File: src/rtl/wheel_tick_counter_if.sv
// Bundle of the wheel-encoder front end signals.
//
// Parameters:
//   CNT_W    width of the snapshot counts
//
// Signals:
//   en                 sample-window timer enable (driven by master)
//   enc_l_a, enc_l_b   left encoder channels, asynchronous (driven by master)
//   enc_r_a, enc_r_b   right encoder channels, asynchronous (driven by master)
//   count_l, count_r   coherent count snapshots (driven by slave)
//   dv                 one-cycle strobe, snapshots updated this cycle (driven by slave)
//   err_l, err_r       sticky illegal-transition flags (driven by slave)
//
// Modports:
//   master  the side that supplies the encoders and enable (e.g. a bench or pad ring)
//   slave   the counter itself
interface wheel_tick_counter_if #(
  parameter int unsigned CNT_W = 64
);
  logic             en;
  logic             enc_l_a;
  logic             enc_l_b;
  logic             enc_r_a;
  logic             enc_r_b;
  logic [CNT_W-1:0] count_l;
  logic [CNT_W-1:0] count_r;
  logic             dv;
  logic             err_l;
  logic             err_r;

  modport master (
    output en,
    output enc_l_a,
    output enc_l_b,
    output enc_r_a,
    output enc_r_b,
    input  count_l,
    input  count_r,
    input  dv,
    input  err_l,
    input  err_r
  );

  modport slave (
    input  en,
    input  enc_l_a,
    input  enc_l_b,
    input  enc_r_a,
    input  enc_r_b,
    output count_l,
    output count_r,
    output dv,
    output err_l,
    output err_r
  );
endinterface

File: src/rtl/wheel_tick_counter.sv
// Quadrature front end for the left and right wheel encoders.
//
// Each encoder pair is synchronized (2 FF), optionally glitch filtered, then x4 decoded into a
// signed CNT_W-bit running count that wraps modulo 2^CNT_W. A free-running sample-window timer
// (advancing only while en=1) wraps every PERIOD clocks; on the wrap edge both running counts are
// copied into the snapshot registers together and dv pulses for one cycle.
//
// Parameters:
//   CNT_W    width of running counts and snapshots (two's complement)
//   PERIOD   clocks per sample window, 2..2^32-1
//
// Ports:
//   clk   system clock, rising edge
//   rst   synchronous, active-high reset
//   bus   wheel_tick_counter_if.slave: en, enc_{l,r}_{a,b} in; count_l, count_r, dv, err_l,
//         err_r out
//
// Build option:
//   ENC_GLITCH_FILTER_EN  when defined, each synchronized channel must hold its value for three
//                         consecutive clocks before the decoder sees it (edge-to-count latency
//                         becomes 5 clocks instead of 3).
module wheel_tick_counter #(
  parameter int unsigned CNT_W  = 64,
  parameter int unsigned PERIOD = 50000
) (
  input logic                 clk,
  input logic                 rst,
  wheel_tick_counter_if.slave bus
);

  localparam int unsigned NumWheels = 2;
  localparam int unsigned WheelL    = 0;
  localparam int unsigned WheelR    = 1;

  // Clocks after reset release before the decoder input holds a genuine encoder sample rather
  // than pipeline reset values. The first genuine sample primes prev without counting.
`ifdef ENC_GLITCH_FILTER_EN
  localparam logic [2:0] WarmCycles = 3'd4;
`else
  localparam logic [2:0] WarmCycles = 3'd2;
`endif

  localparam logic [31:0] TimerMax = 32'(PERIOD - 1);

  // Gray code position along the forward sequence 00->01->11->10.
  function automatic logic [1:0] gray_pos(input logic [1:0] ab);
    return {ab[1], ab[1] ^ ab[0]};
  endfunction

  // ---------------------------------------------------------------------------------------------
  // Synchronizers ({a, b} per wheel)
  // ---------------------------------------------------------------------------------------------
  logic [1:0] enc_raw [NumWheels];
  logic [1:0] sync1_q [NumWheels];
  logic [1:0] sync2_q [NumWheels];
  logic [1:0] dec_in  [NumWheels];

  assign enc_raw[WheelL] = {bus.enc_l_a, bus.enc_l_b};
  assign enc_raw[WheelR] = {bus.enc_r_a, bus.enc_r_b};

  always_ff @(posedge clk) begin
    for (int w = 0; w < NumWheels; w++) begin
      if (rst) begin
        sync1_q[w] <= 2'b00;
        sync2_q[w] <= 2'b00;
      end else begin
        sync1_q[w] <= enc_raw[w];
        sync2_q[w] <= sync1_q[w];
      end
    end
  end

  // ---------------------------------------------------------------------------------------------
  // Optional glitch filter
  // ---------------------------------------------------------------------------------------------
`ifdef ENC_GLITCH_FILTER_EN
  logic [1:0] hist1_q [NumWheels];
  logic [1:0] hist2_q [NumWheels];
  logic [1:0] filt_q  [NumWheels];
  logic [1:0] filt_d  [NumWheels];
  logic [1:0] agree   [NumWheels];

  // A channel passes only once the current synchronized bit and its two predecessors agree;
  // otherwise the last accepted value is held. The accepted value is used combinationally so the
  // filter adds two clocks of latency, not three.
  always_comb begin
    for (int w = 0; w < NumWheels; w++) begin
      agree[w]  = ~(sync2_q[w] ^ hist1_q[w]) & ~(hist1_q[w] ^ hist2_q[w]);
      filt_d[w] = (agree[w] & sync2_q[w]) | (~agree[w] & filt_q[w]);
      dec_in[w] = filt_d[w];
    end
  end

  always_ff @(posedge clk) begin
    for (int w = 0; w < NumWheels; w++) begin
      if (rst) begin
        hist1_q[w] <= 2'b00;
        hist2_q[w] <= 2'b00;
        filt_q[w]  <= 2'b00;
      end else begin
        hist1_q[w] <= sync2_q[w];
        hist2_q[w] <= hist1_q[w];
        filt_q[w]  <= filt_d[w];
      end
    end
  end
`else
  always_comb begin
    for (int w = 0; w < NumWheels; w++) begin
      dec_in[w] = sync2_q[w];
    end
  end
`endif

  // ---------------------------------------------------------------------------------------------
  // Priming and x4 decode
  // ---------------------------------------------------------------------------------------------
  logic [2:0]           warm_q, warm_d;
  logic                 warm_done;
  logic [NumWheels-1:0] primed_q, primed_d;
  logic [NumWheels-1:0] err_q, err_d;
  logic [1:0]           prev_q [NumWheels];
  logic [1:0]           step   [NumWheels];
  logic [CNT_W-1:0]     cnt_q  [NumWheels];
  logic [CNT_W-1:0]     cnt_d  [NumWheels];

  always_comb begin
    warm_done = (warm_q == WarmCycles);
    warm_d    = warm_done ? warm_q : warm_q + 3'd1;
    for (int w = 0; w < NumWheels; w++) begin
      cnt_d[w]    = cnt_q[w];
      err_d[w]    = err_q[w];
      primed_d[w] = primed_q[w] | warm_done;
      step[w]     = gray_pos(dec_in[w]) - gray_pos(prev_q[w]);
      // Until primed, prev is merely loaded; nothing is counted or flagged.
      if (primed_q[w]) begin
        unique case (step[w])
          2'd1:    cnt_d[w] = cnt_q[w] + CNT_W'(1);
          2'd3:    cnt_d[w] = cnt_q[w] - CNT_W'(1);
          2'd2:    err_d[w] = 1'b1;  // both channels moved: position unknown, count held
          default: ;
        endcase
      end
    end
  end

  always_ff @(posedge clk) begin
    if (rst) begin
      warm_q   <= 3'd0;
      primed_q <= '0;
      err_q    <= '0;
    end else begin
      warm_q   <= warm_d;
      primed_q <= primed_d;
      err_q    <= err_d;
    end
  end

  always_ff @(posedge clk) begin
    for (int w = 0; w < NumWheels; w++) begin
      if (rst) begin
        prev_q[w] <= 2'b00;
        cnt_q[w]  <= '0;
      end else begin
        prev_q[w] <= dec_in[w];
        cnt_q[w]  <= cnt_d[w];
      end
    end
  end

  // ---------------------------------------------------------------------------------------------
  // Sample-window timer and snapshots
  // ---------------------------------------------------------------------------------------------
  logic [31:0]      timer_q, timer_d;
  logic             wrap;
  logic [CNT_W-1:0] snap_l_q, snap_l_d;
  logic [CNT_W-1:0] snap_r_q, snap_r_d;
  logic             dv_q;

  always_comb begin
    wrap    = bus.en && (timer_q == TimerMax);
    timer_d = timer_q;
    if (bus.en) begin
      timer_d = wrap ? 32'd0 : timer_q + 32'd1;
    end
    // Capture next-state counts so a tick decoded on the wrap edge lands in this window.
    snap_l_d = wrap ? cnt_d[WheelL] : snap_l_q;
    snap_r_d = wrap ? cnt_d[WheelR] : snap_r_q;
  end

  always_ff @(posedge clk) begin
    if (rst) begin
      timer_q  <= 32'd0;
      snap_l_q <= '0;
      snap_r_q <= '0;
      dv_q     <= 1'b0;
    end else begin
      timer_q  <= timer_d;
      snap_l_q <= snap_l_d;
      snap_r_q <= snap_r_d;
      dv_q     <= wrap;
    end
  end

  assign bus.count_l = snap_l_q;
  assign bus.count_r = snap_r_q;
  assign bus.dv      = dv_q;
  assign bus.err_l   = err_q[WheelL];
  assign bus.err_r   = err_q[WheelR];

endmodule

File: src/flat_wrapper.sv
// flat-port wrapper written by rule: the top's interface ports become plain ports
module wheel_tick_counter_flat 
#(
  parameter int unsigned CNT_W  = 64,
  parameter int unsigned PERIOD = 50000
)
  (clk, rst, bus_en, bus_enc_l_a, bus_enc_l_b, bus_enc_r_a, bus_enc_r_b, bus_count_l, bus_count_r, bus_dv, bus_err_l, bus_err_r);
  wheel_tick_counter_if #(.CNT_W(CNT_W)) bus_i ();
  input logic clk;
  input logic rst;
  input wire logic [$bits(bus_i.en)-1:0] bus_en;
  input wire logic [$bits(bus_i.enc_l_a)-1:0] bus_enc_l_a;
  input wire logic [$bits(bus_i.enc_l_b)-1:0] bus_enc_l_b;
  input wire logic [$bits(bus_i.enc_r_a)-1:0] bus_enc_r_a;
  input wire logic [$bits(bus_i.enc_r_b)-1:0] bus_enc_r_b;
  output wire logic [$bits(bus_i.count_l)-1:0] bus_count_l;
  output wire logic [$bits(bus_i.count_r)-1:0] bus_count_r;
  output wire logic [$bits(bus_i.dv)-1:0] bus_dv;
  output wire logic [$bits(bus_i.err_l)-1:0] bus_err_l;
  output wire logic [$bits(bus_i.err_r)-1:0] bus_err_r;
  assign bus_i.en = bus_en;
  assign bus_i.enc_l_a = bus_enc_l_a;
  assign bus_i.enc_l_b = bus_enc_l_b;
  assign bus_i.enc_r_a = bus_enc_r_a;
  assign bus_i.enc_r_b = bus_enc_r_b;
  assign bus_count_l = bus_i.count_l;
  assign bus_count_r = bus_i.count_r;
  assign bus_dv = bus_i.dv;
  assign bus_err_l = bus_i.err_l;
  assign bus_err_r = bus_i.err_r;
  wheel_tick_counter #(.CNT_W(CNT_W), .PERIOD(PERIOD)) u_core (.clk(clk), .rst(rst), .bus(bus_i));
endmodule
File: config.mk
export PLATFORM = sky130hd
export DESIGN_NAME = wheel_tick_counter_flat
export DESIGN_NICKNAME = d
export VERILOG_FILES = /design/src/rtl/wheel_tick_counter_if.sv /design/src/rtl/wheel_tick_counter.sv /design/src/flat_wrapper.sv
export SDC_FILE = /design/constraint.sdc
export NUM_CORES = 1
export LEC_CHECK = 0
export CELL_PAD_IN_SITES_DETAIL_PLACEMENT = 0
export CELL_PAD_IN_SITES_GLOBAL_PLACEMENT = 2
export CORE_MARGIN = 5
export CORE_UTILIZATION = 36
export CTS_BUF_LIST = sky130_fd_sc_hd__clkbuf_4 sky130_fd_sc_hd__clkbuf_8
export DETAILED_ROUTE_END_ITERATION = 10
export PLACE_DENSITY = 0.89
export SETUP_SLACK_MARGIN = 0.3
export SLEW_MARGIN = 20
export SYNTH_ARGS = -nofsm -noshare
export SYNTH_HDL_FRONTEND = slang
export SYNTH_SLANG_ARGS = --single-unit
File: constraint.sdc
create_clock -name clk -period 6.5 [get_ports clk]
set_input_delay 1.3 -clock clk [delete_from_list [all_inputs] [get_ports clk]]
set_output_delay 1.3 -clock clk [all_outputs]
set_load 0.03 [all_outputs]
Word level (Yosys, flattened, before mapping). Memories as Yosys holds them, arrays and structs flattened. Cells that the tools add are included.

Bits in registers: 168. Bits in writable memories: 140. Word-level logic and storage cells: 61. Memories: 4.

Add/sub/neg operators: 8. Equal/unequal tests: 8. Muxes and demuxes: 16. Bitwise operators: 14. Reductions and logical operators: 3.

Memories: u_core.cnt_q (words 2, width 64, rd ports 2, clocked after memory_dff 0, write ports 2, line wheel_tick_counter.sv:124) `logic [CNT_W-1:0] cnt_q [NumWheels];`; u_core.prev_q (words 2, width 2, rd ports 2, clocked after memory_dff 0, write ports 2, line wheel_tick_counter.sv:122) `logic [1:0] prev_q [NumWheels];`; u_core.sync1_q (words 2, width 2, rd ports 2, clocked after memory_dff 0, write ports 2, line wheel_tick_counter.sv:54) `logic [1:0] sync1_q [NumWheels];`; u_core.sync2_q (words 2, width 2, rd ports 2, clocked after memory_dff 0, write ports 2, line wheel_tick_counter.sv:55) `logic [1:0] sync2_q [NumWheels];`.

Operators with widths (count): 64-bit 2-to-1 mux (4); 64-bit one-hot mux with 2 select lines (2); 64-bit by 1-bit adder with 64-bit output, second input constant (2); 64-bit by 1-bit subtractor with 64-bit output, second input constant (2); 32-bit by 1-bit adder with 32-bit output, second input constant (1); 32-bit by 16-bit equality test with 1-bit output, second input constant (1); 32-bit 2-to-1 mux (1); 2-bit 2-to-1 mux (6); 1-bit bitwise OR (10); 2-bit equality test, second input constant (4); 2-bit by 1-bit equality test with 1-bit output, second input constant (2); 2-bit AND reduction (2); 2-bit subtractor (2); 1-bit XOR (4); 3-bit by 1-bit adder with 3-bit output, second input constant (1); 3-bit by 2-bit equality test with 1-bit output, second input constant (1); 1-bit 2-to-1 mux (3); 1-bit logical AND (1).

Longest topological paths before layout. Gate-level depths: netlist of run 1.

Depth in word-level cells: 6. Gate-level depth with buffers: 21.

Least setup slack after synthesis of run 1. No wires, ideal clock.

Kind: reg2reg. From: mem u_core.prev_q[1][1]. To: reg u_core.snap_r_q[60], in the netlist u_core.bus.count_r[60]. Setup time: 0.127 ns. Arrival time: 4.577 ns. Required time: 6.373 ns. Path slack: 1.796 ns. Stages on the path, launching flop included: 22. Cell sequence: dfxtp_1 xor2_1 ha_1 buf_2 clkinv_1 nand2_1 clkbuf_1 buf_2 buf_1 nand2_1 nand2_1 ha_1 clkbuf_1 nor4_1 a211oi_2 o32ai_4 a21boi_4 a2111o_2 a21oi_1 a2111oi_2 nor3_1 o41ai_2.

RTL lines: start: declaration (line wheel_tick_counter.sv:122); end signal: assignment (line wheel_tick_counter.sv:200) `snap_r_q <= snap_r_d;`; end: declaration (line wheel_tick_counter.sv:177) `logic [CNT_W-1:0] snap_r_q, snap_r_d;`.

==> results.tsv, run 1 <==
metric	value	unit
Power per Cell Area	214	mW/mm²
worst r2r src	u_core.prev_q[1][1]	
Final Hold Vio Count	0	
Hold WC Path Type	flip-flop to flip-flop	
Async S/R FF share, synth	0	%
Mapped Cells	2399	
gpl congestion	0.948	
status	finished clean	
Synth area leaders	dfxtp_1, nor2_1, nand2_1	
number of setup buffers added after CTS	0	
clock input transition at the sequential cells of the worst setup and hold paths	60	ps
xor/xnor share of the synthesized area	8.19	%
RSZ-0062 raised after global routing	false	
multiplexer share of the synthesized area	1.42	%
dpl ws	2140	ps
Crit. End Element	flip-flop	
# setup viols final	0	
Max Clk Rate	0.228	GHz
reg2reg path depth	15	
Clock Latency Late Sink	680	ps
Setup crit end	u_core.bus.count_r[54]	
Synth cell types	94	
DR iter-0 viols	1522	
total die area	0.0544	mm²
clock sink total	308	
most common cell in the netlist	nor2_1	
main combinational cell family by area after synthesis	simple AND/OR/NAND/NOR gates	
Worst Tran Pin Value	1160	ps
DRC	0	
Arr. time, crit path	4930	ps
grt ovf	0	
Setup crit start kind	flip-flop	
R2R setup slack	2110	ps
Bufs on Longest Clock Path	3	
post-route ant nets	0	
min cycle time layout	4390	ps
Setup TNS Final	0	ps
Syn Nets	2413	
Post-Synth Simple-Gate Area	33.4	%
Layout area overhead	15.7	%
DR vias	18100	
max-slew violations	0	
Slew Limit Headroom	22.2	%
crit-path max FO	16	
first-pass GRT wire length	99600	µm
synthesized area	0.0179	mm²
Die X	233	µm
CTS root buf	clkbuf_8	
Post-synth EDFFs	0	
H-tree depth	2	
Hold Path Depth	2	
Ports	138	
drt wl/cell	20.4	µm
TritonCTS Buffers	55	
initial core utilization	36.5	%
WL final	63600	µm
Via density	5.83	
Max VDD drop	132	µV
# hold bufs at CTS	0	
critical path cell sequence	xor2_1, ha_1, xnor3_2, or3_1, nand2_1, ha_1, nand4_1, a2111oi_2, a221oi_2, o21ai_1, and2_1, nand4_1, a21oi_1, xnor2_1, a211oi_1	
register area share after synthesis	34.4	%
Yosys reg bits	308	
Top FF cell, synth	dfxtp_1	
area of the core	0.0492	mm²
Tcrit/Tclk final	67.5	%
GRT Util Overall	22.7	%
vias in the first global route	17400	
largest net degree at the start of global routing	150	
Max Cap Violations	0	
leading area contributor after synthesis	dfxtp_1	
slowest CP cell	a2111oi_2	
port bufs	137	
crit path launch	u_core.prev_q[1][1]	
Die Ht	233	µm
Post-synth top cells	nor2_1, dfxtp_1, nand2_1	
adder-cell share of the synthesized area	0.488	%
CP peak stage delay	500	ps
HPWL after detailed placement	45500	µm
Crit Reg-Reg Endpoint	u_core.bus.count_r[54]	
Crit Path Class	flip-flop to flip-flop	
Mean Syn Cell Area	7.48	µm²
share of layout cells above drive strength 1	7.11	%
fin worst setup slack	2110	ps
Leakage	6.91	nW
clk_skew	48.5	ps
Synth top area share	34.4	%
Resize count post-CTS	0	
Layout fillers	5144	
CTS tree	built	
min-delay src	u_core.bus.count_r[61]	
nets	2418	
complex-gate fraction of the synthesized area	17.0	%
ant diodes	0	
Worst Path Required	7040	ps
1st-pass router iterations	5	
Rows	81	
Synthesis Warnings	0	
antenna violations before repair	1	
## layer usage
metal | part of all wire (%) | track usage [%] | wire (µm)
met1 | 46 | 31.9 | 29000
met2 | 44 | 35.2 | 28200
met3 | 6.9 | 4.11 | 4380
met4 | 3.1 | 7.40 | 2000
met5 | 0.020 | 0 | 13
## cell type report
| class | instances | area [µm²] | area share (%) |
|---|---|---|---|
| repair buffers | 161 | 1570 | 7.55 |
| clock inverters | 19 | 229 | 1.10 |
| inverters | 17 | 63.8 | 0.307 |
| flip-flops and latches | 308 | 6170 | 29.7 |
| multi-input cells | 1861 | 10900 | 52.5 |
| well taps | 664 | 831 | 4.00 |
| clock buffers | 81 | 1010 | 4.88 |
## power breakdown
group / leakage [nW] / internal [mW] / switching (mW)
Combinational: 3.77 / 0.136 / 0.307
Sequential: 2.48 / 1.91 / 0.0389
Clock: 0.659 / 1.20 / 0.858
## kinds of logic (layout without fill, tap and decap cells)
| group | Yosys count | count (layout) |
|---|---|---|
| xor gates and xnor gates | 161 | 161 |
| adders and majority gates | 7 | 7 |
| muxes | 25 | 25 |
| and+or+nand+nor | 1229 | 1229 |
| AOI/OAI and AO/OA | 439 | 439 |
| DFF | 308 | 308 |
| buffers and inverters | 230 | 278 |
## worst max-delay path, delay by kind of cell (launching register included)
family | cells | cell delay, ps
flip-flops | 1 | 420
AND/OR/NAND/NOR | 5 | 1110
XOR/XNOR | 3 | 730
AO/OA/AOI/OAI | 5 | 1500
adder cells (fa/ha/maj) | 2 | 480
## layout by cell type (no fill, tap or decap), drive strengths merged, types with 25 or more instances in the layout
cell type      Yosys  final
a31oi             30     30
xor2              61     61
clkbuf           163     82
or3               25     25
nor3              82     82
clkdlybuf4s50      0    136
nand3             96     96
xnor2             96     96
a21oi             93     93
o21ai             68     68
dfxtp            308    308
or4               32     32
nor2             433    433
nor4             101    101
nand4             79     79
a211oi           103    103
and3              39     39
nand2            232    232
nor2b             32     32
## state kept, by name, summed over array words and instances (netlist names)
signal,count
u_core.cnt_q,128
u_core.bus.count_l,64
u_core.prev_q,4
u_core.timer_q,32
u_core.err_q,2
u_core.warm_q,3
u_core.primed_q,2
u_core.bus.count_r,64
u_core.sync2_q,4
u_core.sync1_q,4
u_core.bus.dv,1
## how the worst min path moves through the flow
stage	end	slack (ps)
after floorplan	u_core.sync2_q[0][0]	410
after global placement	u_core.bus.count_r[57]	440
after detailed placement	u_core.bus.count_r[61]	440
after CTS	u_core.prev_q[0][0]	450
after global routing	u_core.bus.count_l[45]	460
final	u_core.bus.count_r[61]	450
## metrics by stage
stage	std cells	area [µm²]	total power [mW]	utilization, %	hold WS [ps]
after global routing	3111	20800	4.66	42.3	463
after global placement	3011	19500	2.43	39.7	440
after floorplan	2399	17900	2.29	-	414
after CTS	3111	20800	4.51	42.3	446
final	3111	20800	4.45	42.3	446
after detailed placement	3011	19500	2.43	39.7	442
(Power assumes the default switching activity.)
==> inputs of run 2 (changes only) <==
- clock period: 6.5 -> 4.5 ns (I/O delays scaled with it)
==> results.tsv, run 2 (synthesis results as in run 1) <==
metric	value	unit
status	finished clean	
grt ovf	0	
first-pass GRT wire length	104000	µm
Tcrit/Tclk final	88.3	%
area of the core	0.0492	mm²
Rows	81	
DR iter-0 viols	1587	
total die area	0.0544	mm²
Worst Path Required	5100	ps
RSZ-0062 raised after global routing	false	
WL final	66900	µm
Fin Hold WS	443	ps
crit-path max FO	8	
min cycle time layout	3970	ps
Ports	138	
clock sink total	308	
Crit Path Class	flip-flop to flip-flop	
DRC	0	
Worst Tran Pin Value	909	ps
CTS tree	built	
TritonCTS Buffers	55	
share of layout cells above drive strength 1	8.84	%
Max Cap Violations	0	
CTS root buf	clkbuf_8	
Clock Latency Late Sink	670	ps
Setup TNS Final	0	ps
max reg flops	128	
port bufs	137	
Die X	233	µm
Biggest register	u_core.cnt_q	
# setup viols final	0	
Leakage	7.15	nW
gpl congestion	0.960	
DR vias	18300	
Setup crit start kind	flip-flop	
most frequent cells in the layout	nor2_1, dfxtp_1, nand2_1, clkdlybuf4s50_1, a211oi_1	
clk_skew	31.7	ps
post-route ant nets	0	
HPWL after detailed placement	48200	µm
max-slew violations	0	
crit path launch	u_core.prev_q[1][1]	
nets	2457	
Hold WC Path Type	flip-flop to flip-flop	
worst r2r src	u_core.prev_q[1][1]	
1st-pass router iterations	5	
Top Layer Used	met4	
Via density	5.82	
drt wl/cell	21.2	µm
GRT Util Overall	23.8	%
Final Hold Vio Count	0	
M1 wire length	32600	µm
vias in the first global route	17300	
Max VDD drop	179	µV
routed length on met2	27700	µm
Arr. time, crit path	4570	ps
initial core utilization	36.5	%
commonest non-fill, non-tap cell in the layout	nor2_1	
Max Clk Rate	0.252	GHz
Crit. End Element	flip-flop	
Power per Cell Area	310	mW/mm²
ant diodes	0	
H-tree depth	2	
Layout area overhead	18.2	%
Bufs on Longest Clock Path	3	
WL met3	5120	µm
min-delay src	u_core.sync1_q[1][0]	
clock input transition at the sequential cells of the worst setup and hold paths	60	ps
Slew Limit Headroom	38.9	%
largest net degree at the start of global routing	88	
Die Ht	233	µm
antenna violations before repair	0	
[run 2: changes by cell type in the layout (fill, tap and decap cells not counted), sizes merged]
| cell | previous run | this run |
|---|---|---|
| buf | 24 | 63 |
| clkbuf | 82 | 86 |
| clkinv | 12 | 9 |
| clkinvlp | 2 | 3 |
| inv | 17 | 18 |
[run 2: worst max-delay path, cell delays in order (launching register included)]
cell      delay [ps]
dfxtp_2          370
xor2_1           190
ha_1             230
xnor3_2          260
or3_1            390
nand2_1          140
ha_4             190
nor4_2            50
a211oi_2         310
o32ai_4          190
a211oi_1         720
o311ai_1         240
mux2i_1          220
xnor2_1          160
nand2_1           80
a21oi_1          160
[run 2: repair_timing]
item | in CTS | in global routing
setup buffers | 0 | 6
gates resized for setup | 0 | 7
endpoints found under the hold margin | 0 | 0
hold buffers | 0 | 0
setup endpoints to repair | 0 | 21
[run 2: worst paths after layout]
kind / end / slack (ps) / depth (start not counted)
worst max-delay path: u_core.bus.count_r[48] / 530 / 15
worst min-delay path: u_core.sync2_q[1][0] / 440 / 1
worst max register to register: u_core.bus.count_r[48] / 530 / 15
worst min register to register: u_core.sync2_q[1][0] / 440 / 1
[run 2: routing by layer]
metal | vias up | GRT usage (%)
met5 | - | 0
met4 | 0 | 5.91
met2 | 680 | 34.8
met1 | 8809 | 35.7
li1 | 8751 | -
met3 | 101 | 5.07
[run 2: layout make-up]
class	instances	area (µm²)
flip-flops and latches	308	6170
multi-input cells	1861	10900
repair buffers	200	1900
clock buffers	85	1070
fillers	5041	27900
inverters	17	68.8
well taps	664	831
clock inverters	18	234
[run 2: report_power, final]
group          internal [mW]  switching (mW)  total [mW]
registers               2.76          0.0512        2.81
clock network           1.81            1.26        3.07
logic                  0.218           0.466       0.683
[run 2: per-stage QoR]
step / cell area (µm²) / cells / utilization (%) / setup slack, ps / total power, mW
after CTS: 21100 / 3147 / 43.0 / 424 / 6.65
after floorplan: 18000 / 2399 / - / 324 / 3.31
final: 21200 / 3153 / 43.1 / 526 / 6.57
after global placement: 19800 / 3044 / 40.3 / 566 / 3.53
after detailed placement: 19800 / 3044 / 40.3 / 443 / 3.54
after global routing: 21200 / 3153 / 43.1 / 310 / 6.85
